[config.mk]
export PLATFORM = sky130hd
export DESIGN_NAME = uart_tx_sched
export DESIGN_NICKNAME = d
export VERILOG_FILES = /design/src/rtl/uart_sched_pkg.sv /design/src/rtl/uart_tx_sched.sv
export SDC_FILE = /design/constraint.sdc
export NUM_CORES = 1
export LEC_CHECK = 0
export ABC_AREA = 1
export CORE_AREA = 2 2 63 65
export CTS_BUF_LIST = sky130_fd_sc_hd__clkbuf_16
export DETAILED_ROUTE_END_ITERATION = 16
export DIE_AREA = 0 0 65 67
export MAX_ROUTING_LAYER = met4
export PLACE_DENSITY = 0.7
export SYNTH_ARGS = -nofsm -noshare
export SYNTH_HDL_FRONTEND = slang
export SYNTH_SLANG_ARGS = --single-unit
[constraint.sdc]
create_clock -name clk -period 1.15 [get_ports clk]
set_clock_uncertainty 0.05 [all_clocks]
set_input_delay 0.2875 -clock clk [delete_from_list [all_inputs] [get_ports clk]]
set_output_delay 0.2875 -clock clk [all_outputs]
set_load 0.1 [all_outputs]
[src/rtl/uart_sched_pkg.sv]
// Shared definitions for the UART frame scheduler: FSM state codes, grant encoding
// and default header bytes.
package uart_sched_pkg;

    localparam int unsigned BYTE_W  = 8;
    localparam int unsigned STATE_W = 2;

    localparam logic [STATE_W-1:0] ST_IDLE = 2'd0;
    localparam logic [STATE_W-1:0] ST_WAIT = 2'd1;
    localparam logic [STATE_W-1:0] ST_RD   = 2'd2;
    localparam logic [STATE_W-1:0] ST_LOAD = 2'd3;

    localparam logic GNT_DATA = 1'b0;
    localparam logic GNT_STAT = 1'b1;

    localparam logic [BYTE_W-1:0] HDR_DATA_DEF = 8'hA5;
    localparam logic [BYTE_W-1:0] HDR_STAT_DEF = 8'h5A;

endpackage

[src/rtl/uart_tx_sched.sv]
// Round-robin frame scheduler feeding one UART transmitter from a byte FIFO and a status source.
// Define UART_SCHED_CKSUM_EN to append an XOR checksum byte to every frame.
module uart_tx_sched
    import uart_sched_pkg::*;
#(
    parameter int unsigned        BURST_LEN = 16,
    parameter logic [BYTE_W-1:0]  HDR_DATA  = HDR_DATA_DEF,
    parameter logic [BYTE_W-1:0]  HDR_STAT  = HDR_STAT_DEF
) (
    input  logic              clk,
    input  logic              rst,
    input  logic              data_empty,
    output logic              data_rd_en,
    input  logic [BYTE_W-1:0] data_dout,
    input  logic              stat_valid,
    input  logic [BYTE_W-1:0] stat_data,
    output logic              stat_ready,
    output logic              tx_start,
    output logic [BYTE_W-1:0] tx_data,
    input  logic              tx_busy,
    output logic              sched_busy
);

    localparam logic [BYTE_W-1:0] BURST_MAX = BYTE_W'(BURST_LEN);

    logic [STATE_W-1:0] state_q, state_d;
    logic               last_grant_q, last_grant_d;
    logic               frame_stat_q, frame_stat_d;
    logic               stat_sent_q, stat_sent_d;
    logic               wait_first_q, wait_first_d;
    logic [BYTE_W-1:0]  cnt_q, cnt_d;
    logic [BYTE_W-1:0]  stat_byte_q, stat_byte_d;

    logic               data_rd_en_d;
    logic               stat_ready_d;
    logic               tx_start_d;
    logic [BYTE_W-1:0]  tx_data_d;
    logic               sched_busy_d;
    logic               grant_stat;

`ifdef UART_SCHED_CKSUM_EN
    logic [BYTE_W-1:0]  cks_q, cks_d;
    logic               cks_sent_q, cks_sent_d;

    always_ff @(posedge clk or posedge rst) begin
        if (rst) begin
            cks_q      <= '0;
            cks_sent_q <= 1'b0;
        end else begin
            cks_q      <= cks_d;
            cks_sent_q <= cks_sent_d;
        end
    end
`endif

    // State, bookkeeping and registered outputs
    always_ff @(posedge clk or posedge rst) begin
        if (rst) begin
            state_q      <= ST_IDLE;
            last_grant_q <= GNT_STAT;
            frame_stat_q <= 1'b0;
            stat_sent_q  <= 1'b0;
            wait_first_q <= 1'b0;
            cnt_q        <= '0;
            stat_byte_q  <= '0;
            data_rd_en   <= 1'b0;
            stat_ready   <= 1'b0;
            tx_start     <= 1'b0;
            tx_data      <= '0;
            sched_busy   <= 1'b0;
        end else begin
            state_q      <= state_d;
            last_grant_q <= last_grant_d;
            frame_stat_q <= frame_stat_d;
            stat_sent_q  <= stat_sent_d;
            wait_first_q <= wait_first_d;
            cnt_q        <= cnt_d;
            stat_byte_q  <= stat_byte_d;
            data_rd_en   <= data_rd_en_d;
            stat_ready   <= stat_ready_d;
            tx_start     <= tx_start_d;
            tx_data      <= tx_data_d;
            sched_busy   <= sched_busy_d;
        end
    end

    // Status wins only when it is the sole requester or data was granted last
    assign grant_stat = stat_valid && (data_empty || (last_grant_q == GNT_DATA));

    always_comb begin
        state_d      = state_q;
        last_grant_d = last_grant_q;
        frame_stat_d = frame_stat_q;
        stat_sent_d  = stat_sent_q;
        wait_first_d = wait_first_q;
        cnt_d        = cnt_q;
        stat_byte_d  = stat_byte_q;
        data_rd_en_d = 1'b0;
        stat_ready_d = 1'b0;
        tx_start_d   = 1'b0;
        tx_data_d    = tx_data;
`ifdef UART_SCHED_CKSUM_EN
        cks_d        = cks_q;
        cks_sent_d   = cks_sent_q;
`endif

        case (state_q)
            ST_IDLE: begin
                if (!data_empty || stat_valid) begin
                    tx_start_d   = 1'b1;
                    wait_first_d = 1'b1;
                    stat_sent_d  = 1'b0;
                    state_d      = ST_WAIT;
`ifdef UART_SCHED_CKSUM_EN
                    cks_sent_d   = 1'b0;
`endif
                    if (grant_stat) begin
                        stat_ready_d = 1'b1;
                        stat_byte_d  = stat_data;
                        tx_data_d    = HDR_STAT;
                        last_grant_d = GNT_STAT;
                        frame_stat_d = 1'b1;
`ifdef UART_SCHED_CKSUM_EN
                        cks_d        = HDR_STAT;
`endif
                    end else begin
                        tx_data_d    = HDR_DATA;
                        cnt_d        = '0;
                        last_grant_d = GNT_DATA;
                        frame_stat_d = 1'b0;
`ifdef UART_SCHED_CKSUM_EN
                        cks_d        = HDR_DATA;
`endif
                    end
                end
            end

            // The UART raises busy only in the cycle after tx_start, so the first WAIT cycle is skipped
            ST_WAIT: begin
                wait_first_d = 1'b0;
                if (!wait_first_q && !tx_busy) begin
                    if (!frame_stat_q && (cnt_q < BURST_MAX) && !data_empty) begin
                        data_rd_en_d = 1'b1;
                        state_d      = ST_RD;
                    end else if (frame_stat_q && !stat_sent_q) begin
                        tx_start_d   = 1'b1;
                        tx_data_d    = stat_byte_q;
                        stat_sent_d  = 1'b1;
                        wait_first_d = 1'b1;
`ifdef UART_SCHED_CKSUM_EN
                        cks_d        = cks_q ^ stat_byte_q;
`endif
                    end else begin
`ifdef UART_SCHED_CKSUM_EN
                        if (!cks_sent_q) begin
                            tx_start_d   = 1'b1;
                            tx_data_d    = cks_q;
                            cks_sent_d   = 1'b1;
                            wait_first_d = 1'b1;
                        end else begin
                            state_d      = ST_IDLE;
                        end
`else
                        state_d = ST_IDLE;
`endif
                    end
                end
            end

            ST_RD: begin
                state_d = ST_LOAD;
            end

            ST_LOAD: begin
                tx_data_d    = data_dout;
                tx_start_d   = 1'b1;
                cnt_d        = cnt_q + 8'd1;
                wait_first_d = 1'b1;
                state_d      = ST_WAIT;
`ifdef UART_SCHED_CKSUM_EN
                cks_d        = cks_q ^ data_dout;
`endif
            end

            default: begin
                state_d = ST_IDLE;
            end
        endcase

        sched_busy_d = (state_d != ST_IDLE);
    end

endmodule
After elaboration in Yosys (flattened, before gate mapping)
Index checks and enable logic that the tools add are counted.

word-level totals
  logic and storage cells = 78
  bits of input ports = 21
  flip-flop bits (word level) = 34

operators by class
  eq/ne operators = 8
  bitwise operators = 1
  multiplexer cells = 32
  $lt $le $gt $ge = 1
  reduce and logical (&&, ||, !) cells = 23
  add/sub/neg operators = 1

operators with widths
  kind                                                                           count
  8-bit two-way mux                                                              7
  8-bit case mux with 3 select lines                                             1
  8-bit case mux with 2 select lines                                             1
  1-bit two-way mux                                                              15
  2-bit inequality test (second input constant)                                  5
  5-bit AND reduction                                                            2
  8-bit by 1-bit adder with 8-bit output (second input constant)                 1
  8-bit by 5-bit less-than comparator with 1-bit output (second input constant)  1
  2-bit two-way mux                                                              4
  2-bit case mux with 4 select lines                                             1
  1-bit case mux with 3 select lines                                             2
  3-bit AND reduction                                                            2
  2-bit nonzero test                                                             3
  1-bit logical AND                                                              5
  1-bit zero test                                                                5
  2-bit == test (second input constant)                                          2
  2-bit AND reduction                                                            2
  3-bit nonzero test                                                             1
  2-bit by 1-bit == test with 1-bit output (second input constant)               1
  2-bit zero test                                                                1
  1-bit logical OR                                                               2
  1-bit case mux with 2 select lines                                             1
  1-bit NOT                                                                      1

Logic depth before layout (Yosys ltp)
Gate-level depths: netlist of the first run.

  depth in word-level cells = 7
  mapped depth = 7

Least setup slack after synthesis of the first run
No wires, ideal clock.

  kind = flip-flop to output port
  start point = reg tx_data[0]
  end point = out tx_data[0]
  buffers on the path = 0
  stages on the path, launching flop included = 1
  setup slack = -0.085 ns
  data required time = 0.812 ns
  arrival = 0.898 ns
  cell sequence = dfrtp_1

RTL lines
  item                    RTL line             text
  from (decl)             uart_tx_sched.sv:19  output logic [BYTE_W-1:0] tx_data,
  from (signal assigned)  uart_tx_sched.sv:82  tx_data <= tx_data_d;

No word-level cell between the ends.

Final worst setup path of the first run
  start point = reg state_q[1]
  end point = reg sched_busy

between the ends
  cells in the longest elaborated chain, start to end = 5
  elaborated cells on any way between the ends = 10

ends and longest elaborated chain
  item                                    RTL line              text
  from (decl)                             uart_tx_sched.sv:26   logic [STATE_W-1:0] state_q, state_d;
  from (signal assigned)                  uart_tx_sched.sv:72   state_q <= state_d;
  2-bit two-way mux                       uart_tx_sched.sv:145  end else if (frame_stat_q && !stat_sent_q) begin
  2-bit two-way mux                       uart_tx_sched.sv:142  if (!frame_stat_q && (cnt_q < BURST_MAX) && !data_empty) begin
  2-bit two-way mux                       uart_tx_sched.sv:141  if (!wait_first_q && !tx_busy) begin
  2-bit case mux with 4 select lines (*)  uart_tx_sched.sv:107  case (state_q)
  2-bit nonzero test (*)                  uart_tx_sched.sv:190  sched_busy_d = (state_d != ST_IDLE);
  named net sched_busy_d                  uart_tx_sched.sv:38   logic sched_busy_d;
  to (signal assigned)                    uart_tx_sched.sv:83   sched_busy <= sched_busy_d;
  to (decl)                               uart_tx_sched.sv:21   output logic sched_busy

Mark *: on every way through the listed nets, which the timed path passes. The rest lies on a longest branch.
A chain may end at the register's enable or synchronous reset.

==> results of run 1 <==
[repair_timing]
action | CTS | global route
resized for setup | 48 | 50
hold buffers | 0 | 0
cloned | 3 | 1
buffers inserted | 6 | 9
endpoints found under the setup margin | 40 | 45
pin swaps | 17 | 14
[final cells by class]
class                   instances  area, µm²
multi-input cells             161       1016
flip-flops and latches         34      870.8
repair buffers                 62      770.7
fillers                       203      656.9
clock buffers                   5      125.1
inverters                      19      83.83
well taps                      48      60.06
clock inverters                 3      13.76
repair inverters                1      8.758
[power groups by stage]
| stage | Combinational, W | Clock (W) | Sequential (W) |
|---|---|---|---|
| after floorplan | 0.00137 | 0 | 0.00290 |
| after global placement | 0.00362 | 0 | 0.00197 |
| after detailed placement | 0.00367 | 0 | 0.00198 |
| after CTS | 0.00421 | 0.00131 | 0.00198 |
| after global routing | 0.00514 | 0.00134 | 0.00209 |
| final | 0.00488 | 0.00128 | 0.00205 |
[synthesized netlist by cell type]
cell,number
buf_4,2
buf_6,1
dfrtp_1,33
dfstp_2,1
ha_1,1
inv_1,15
inv_2,3
inv_4,1
nand2_1,103
nand2_2,2
nand2_4,3
nand3_1,27
nand3_4,1
nand4_1,2
nor2_1,12
nor2_2,1
nor2_4,1
o21ai_0,5
o21ai_1,1
[worst register-to-register path: cells and delay by family, from the launching register on]
kind                   cells  cell delay [ns]
AND/OR/NAND/NOR            5             0.50
buffers and inverters      2             0.22
flip-flops                 1             0.44
[stage by stage]
step | total power (W) | std cells
2_1_floorplan | 0.004269 | 215
3_3_place_gp | 0.005591 | 307
3_5_place_dp | 0.005651 | 307
4_1_cts | 0.007503 | 324
5_1_grt | 0.008566 | 333
6_report | 0.008215 | 333
[metal layers]
layer	up-vias	GRT usage, %	share of wire (%)
li1	813	-	-
met1	814	26.26	37
met2	64	42.91	54
met3	22	7.095	4.3
met4	0	14.63	4.8
met5	-	-	0
[cells by family (layout without fill, tap and decap cells)]
family                     Yosys count  after routing  synth area share, %
and+or+nand+nor                    152            154                39.91
buffers and inverters               22             90                6.047
DFF                                 34             34                51.47
AOI/OAI and AO/OA                    6              6                1.814
adders and majority gates            1              1               0.7557
[worst max-delay path by stage]
stage / end / cells past startpoint
after global routing: sched_busy / 7
after floorplan: data_rd_en / 1
final: sched_busy / 7
after global placement: tx_data[5] / 8
after detailed placement: cnt_q[2] / 6
after CTS: tx_data[1] / 1
[sequential cells by signal, summed over array words and instances (netlist names), 2 cells and up]
signal and flops:
state_q 2, stat_byte_q 8, tx_data 8, cnt_q 8
==> impl_metrics.csv, run 1 <==
group,metric,value,unit
grt,grt_pass1_vias,1649,
yosys,synth_top_cell_area_share,49.89,%
setup_path,crit_required,1.25,ns
sta,maxSlewHeadroom,81.12,%
yosys,netlist_area,1655,µm²
yosys,syn_area_per_cell,7.699,µm²
yosys,ys_top_cells_by_area,"dfrtp_1, nand2_1, nand3_1",
finish,utilization,81.78,%
sta,hold_viol,0,
finish,stdcell_area,2949,µm²
setup_path,endpoint_kind,"flip-flop",
clocking,cts_tree,"done",
routing,antenna_left,0,
setup_path,r2r_start,"state_q[1]",
grt,grt_usage,25.22,%
sta,setup_tns,-3.587,ns
yosys,ys_types,19,
setup_path,critPathArrivalTime,1.43,ns
run_status,violations,"negative setup slack",
power_and_ir_drop,clkPwrFrac,15.6,%
clocking,clkLatencyLatePin,0.28,ns
yosys,synth_area_leader_cell,"dfrtp_1",
place,preCtsSetupSlack,-0.4009,ns
grt,grt_pass1_wl,7.652,mm
job,maxCapViolCount,0,
sta,tightest_slew,0.2803,ns
clocking,cts_buffer_depth,2,
setup_path,worstSetupStartpointType,"flip-flop",
routing,dr.pass1.iters,5,
power_and_ir_drop,pwr_density_cell,2786,nW/µm²
sta,setup_ws,-0.1889,ns
sta,final-max-slew-violation-count,0,
routing,wire_per_inst,15.89,µm
routing,drt_wl_total,5.290,mm
run_status,status,"complete, but fails checks",
floorplanning,core,3606,µm²
setup_path,reg2reg_to,"sched_busy",
floorplanning,die_h,67,µm
place,place.gp.congestion,0.8336,
clocking,cts_buffers,5,
sta,finalCriticalPeriod,1.339,ns
clocking,cts.sinks,34,
grt,grt-ovfl-total,0,
finish,final_cell_mix,"nand2_1, nand2_2, dfrtp_1, buf_12, clkdlybuf4s50_1",
floorplanning,initial_utilization,45.91,%
power_and_ir_drop,ir_drop,2207,µV
floorplanning,io_pins,33,
setup_path,r2r_cells,7,
place,place_hpwl,2.795,mm
setup_path,r2r_slack,-0.19,ns
power_and_ir_drop,power.internal,0.004355,W
power_and_ir_drop,combPwrFrac,59.5,%
grt,grt_max_degree,19,
finish,final_common_cell,"nand2_1",
setup_path,path_cells,"inv_2 > buf_4 > nand2_1 > nor2_1 > nand2_1 > nand2_2 > nand3_2",
yosys,synth.net_count,237,
place,portBuffers,32,
finish,syn2layout_area_growth,78.16,%
clocking,clkTransAtPathRegs,0.06,ns
power_and_ir_drop,leakage,1.458,nW
sta,fmax,0.7469,GHz
power_and_ir_drop,switching_share,46.99,%
routing,drc,0,
setup_path,crit_path_frequent_cell,"nand2_1",
setup_path,crit_family,"simple AND/OR/NAND/NOR gates",
floorplanning,fp.dieW,65,µm
sta,holdWs,0.3541,ns
routing,dr_total_vias,1713,
setup_path,crit_path_start,"state_q[1]",
yosys,yosysSeqAreaShare,51.47,%
yosys,syn_inst,215,
finish,fin_nets,306,
routing,routed_via_density,5.144,
clocking,htreeDepth,2,
grt,antenna_found_initial,0,
place,dpl_cell_area,2307,µm²
sta,final-setup-viol-count,43,
power_and_ir_drop,seq_power_share,25.0,%
finish,n_antenna_cell,0,
hold_path,hold_class,"primary input to async pin",
power_and_ir_drop,p_sw,0.003861,W
setup_path,max_stage_delay,0.44,ns
yosys,synth_seq_cells,34,
routing,drt-initial-drc-count,127,
floorplanning,core.rowCount,22,
yosys,yosysWarnings,0,
setup_path,crit_slowest_cell,"dfrtp_2",
floorplanning,dieArea,4355,µm²
setup_path,cp_num_buf_inv,2,
setup_path,critPathKind,"flip-flop to flip-flop",
sta,rsz0062_at_grt,"yes",
clocking,root_buffer,"clkbuf_16",
setup_path,path_max_fanout,4,
finish,drive_gt1_share,46.67,%
sta,fin_crit_sh,116.4,%
(Power assumes the default switching activity.)
==> run 2: changes to the inputs <==
SLEW_MARGIN = 10   (was not set)
==> results of run 2 <==
Final layout, timing and power as in run 1 (identical DEF).
==> run 3: changes to the inputs <==
MAX_ROUTING_LAYER = not set   (was met4)
==> impl_metrics.csv, run 3 (synthesized netlist as in run 1, its figures left out) <==
group,metric,value,unit
finish,drive_gt1_share,46.32,%
floorplanning,dieArea,4355,µm²
place,place_hpwl,2.795,mm
routing,drt-initial-drc-count,157,
sta,hold_viol,0,
routing,wire_per_inst,16.29,µm
place,preCtsSetupSlack,-0.4009,ns
clocking,clkTransAtPathRegs,0.06,ns
clocking,cts.sinks,34,
floorplanning,fp.dieW,65,µm
setup_path,r2r_slack,-0.17,ns
finish,fin_nets,306,
setup_path,path_cells,"inv_2 > nand2_4 > nor2_4 > buf_6 > inv_8 > nand2_2 > nand2_1",
grt,grt_max_degree,19,
routing,drt_wl_total,5.425,mm
setup_path,path_max_fanout,5,
power_and_ir_drop,ir_drop,1946,µV
place,place.gp.congestion,0.8212,
power_and_ir_drop,switching_share,47.17,%
routing,antenna_left,0,
setup_path,critPathKind,"flip-flop to flip-flop",
power_and_ir_drop,p_sw,0.003887,W
power_and_ir_drop,clkPwrFrac,15.7,%
finish,utilization,81.71,%
floorplanning,initial_utilization,45.91,%
sta,final-setup-viol-count,43,
run_status,status,"complete, but fails checks",
power_and_ir_drop,seq_power_share,25.0,%
place,place_inst,307,
finish,top_regs,"cnt_q (8), stat_byte_q (8), tx_data (8)",
setup_path,critPathArrivalTime,1.44,ns
sta,fin_crit_sh,115.2,%
sta,rsz0062_at_grt,"yes",
setup_path,crit_required,1.27,ns
clocking,htreeDepth,2,
sta,maxSlewHeadroom,81.26,%
power_and_ir_drop,power.internal,0.004354,W
clocking,cts_tree,"done",
finish,n_antenna_cell,0,
power_and_ir_drop,pwr_density_cell,2797,nW/µm²
grt,grt_pass1_vias,1652,
clocking,cts_buffers,5,
sta,holdWs,0.3530,ns
floorplanning,core.rowCount,22,
run_status,violations,"negative setup slack",
job,maxCapViolCount,0,
setup_path,crit_family,"flip-flops",
grt,grt_usage,24.59,%
hold_path,hold_class,"primary input to async pin",
setup_path,crit_slowest_cell,"dfrtp_1",
grt,grt-ovfl-total,0,
sta,tightest_slew,0.2782,ns
setup_path,max_stage_delay,0.41,ns
clocking,clkLatencyLatePin,0.28,ns
floorplanning,io_pins,33,
floorplanning,die_h,67,µm
floorplanning,core,3606,µm²
routing,dr.pass1.iters,4,
setup_path,worstSetupStartpointType,"flip-flop",
setup_path,endpoint_kind,"flip-flop",
place,portBuffers,32,
routing,drc,0,
grt,antenna_found_initial,0,
grt,grt_pass1_wl,7.645,mm
routing,routed_via_density,5.228,
clocking,hold_buffers,0,
sta,finalCriticalPeriod,1.325,ns
finish,instances_no_fill,333,
sta,final-max-slew-violation-count,0,
setup_path,cp_num_buf_inv,3,
sta,fmax,0.7549,GHz
clocking,root_buffer,"clkbuf_16",
power_and_ir_drop,combPwrFrac,59.3,%
finish,final_cell_mix,"nand2_1, nand2_2, dfrtp_1, buf_12, clkdlybuf4s50_1",
sta,setup_ws,-0.1747,ns
power_and_ir_drop,leakage,1.457,nW
clocking,cts_buffer_depth,2,
routing,dr_total_vias,1741,
finish,syn2layout_area_growth,78.00,%
finish,final_common_cell,"nand2_1",
sta,setup_tns,-3.690,ns
## run 3: worst min-delay path, delay by kind of cell
family   cells  cell delay, ns
buf+inv      3            0.73
## run 3: power groups by stage
stage               logic (W)  registers (W)  clock network (W)
floorplan             0.00137        0.00290                  0
global placement      0.00362        0.00197                  0
detailed placement    0.00367        0.00198                  0
CTS                   0.00421        0.00198            0.00131
global route          0.00513        0.00210            0.00135
finish                0.00489        0.00206            0.00129
## run 3: layout make-up
type	instances	area, µm²
Clock buffer	5	125.1
Clock inverter	3	13.76
Fill cell	209	659.4
Inverter	19	83.83
Multi-Input combinational cell	161	1013
Sequential cell	34	870.8
Tap cell	48	60.06
Timing Repair Buffer	62	770.7
Timing Repair inverter	1	8.758
## run 3: path summary, 6_finish.rpt
path / startpoint / cells after the start / to
min reg2reg: stat_byte_q[2] / 2 / stat_byte_q[2]
min: rst / 3 / cnt_q[2]
max: state_q[0] / 7 / stat_byte_q[3]
min in group clk: tx_busy / 4 / stat_sent_q
max in group asynchronous: rst / 3 / last_grant_q
max reg2reg: state_q[0] / 7 / stat_byte_q[3]
## run 3: what timing repair did
item                                    4_1_cts  5_1_grt
pin swaps                                    17       14
endpoints found under the hold margin         0        0
endpoints found under the setup margin       40       45
setup buffers                                 6        9
resized for setup                            48       49
cloned                                        3        1
## run 3: stage by stage
| stage | area [µm²] | power [W] |
|---|---|---|
| 3_5_place_dp | 2307 | 0.005651 |
| 5_1_grt | 2947 | 0.008578 |
| 6_report | 2947 | 0.008241 |
| 3_3_place_gp | 2307 | 0.005591 |
| 4_1_cts | 2678 | 0.007503 |
| 2_1_floorplan | 1670 | 0.004269 |
## run 3: per-layer routing
layer  vias to the layer above  global-route usage, %  wire (µm)
met1                       831                  26.26       1947
met3                        24                  7.264        284
met2                        74                  42.91       2902
met5                         -                      0          0
li1                        812                      -          -
met4                         0                  14.63        290
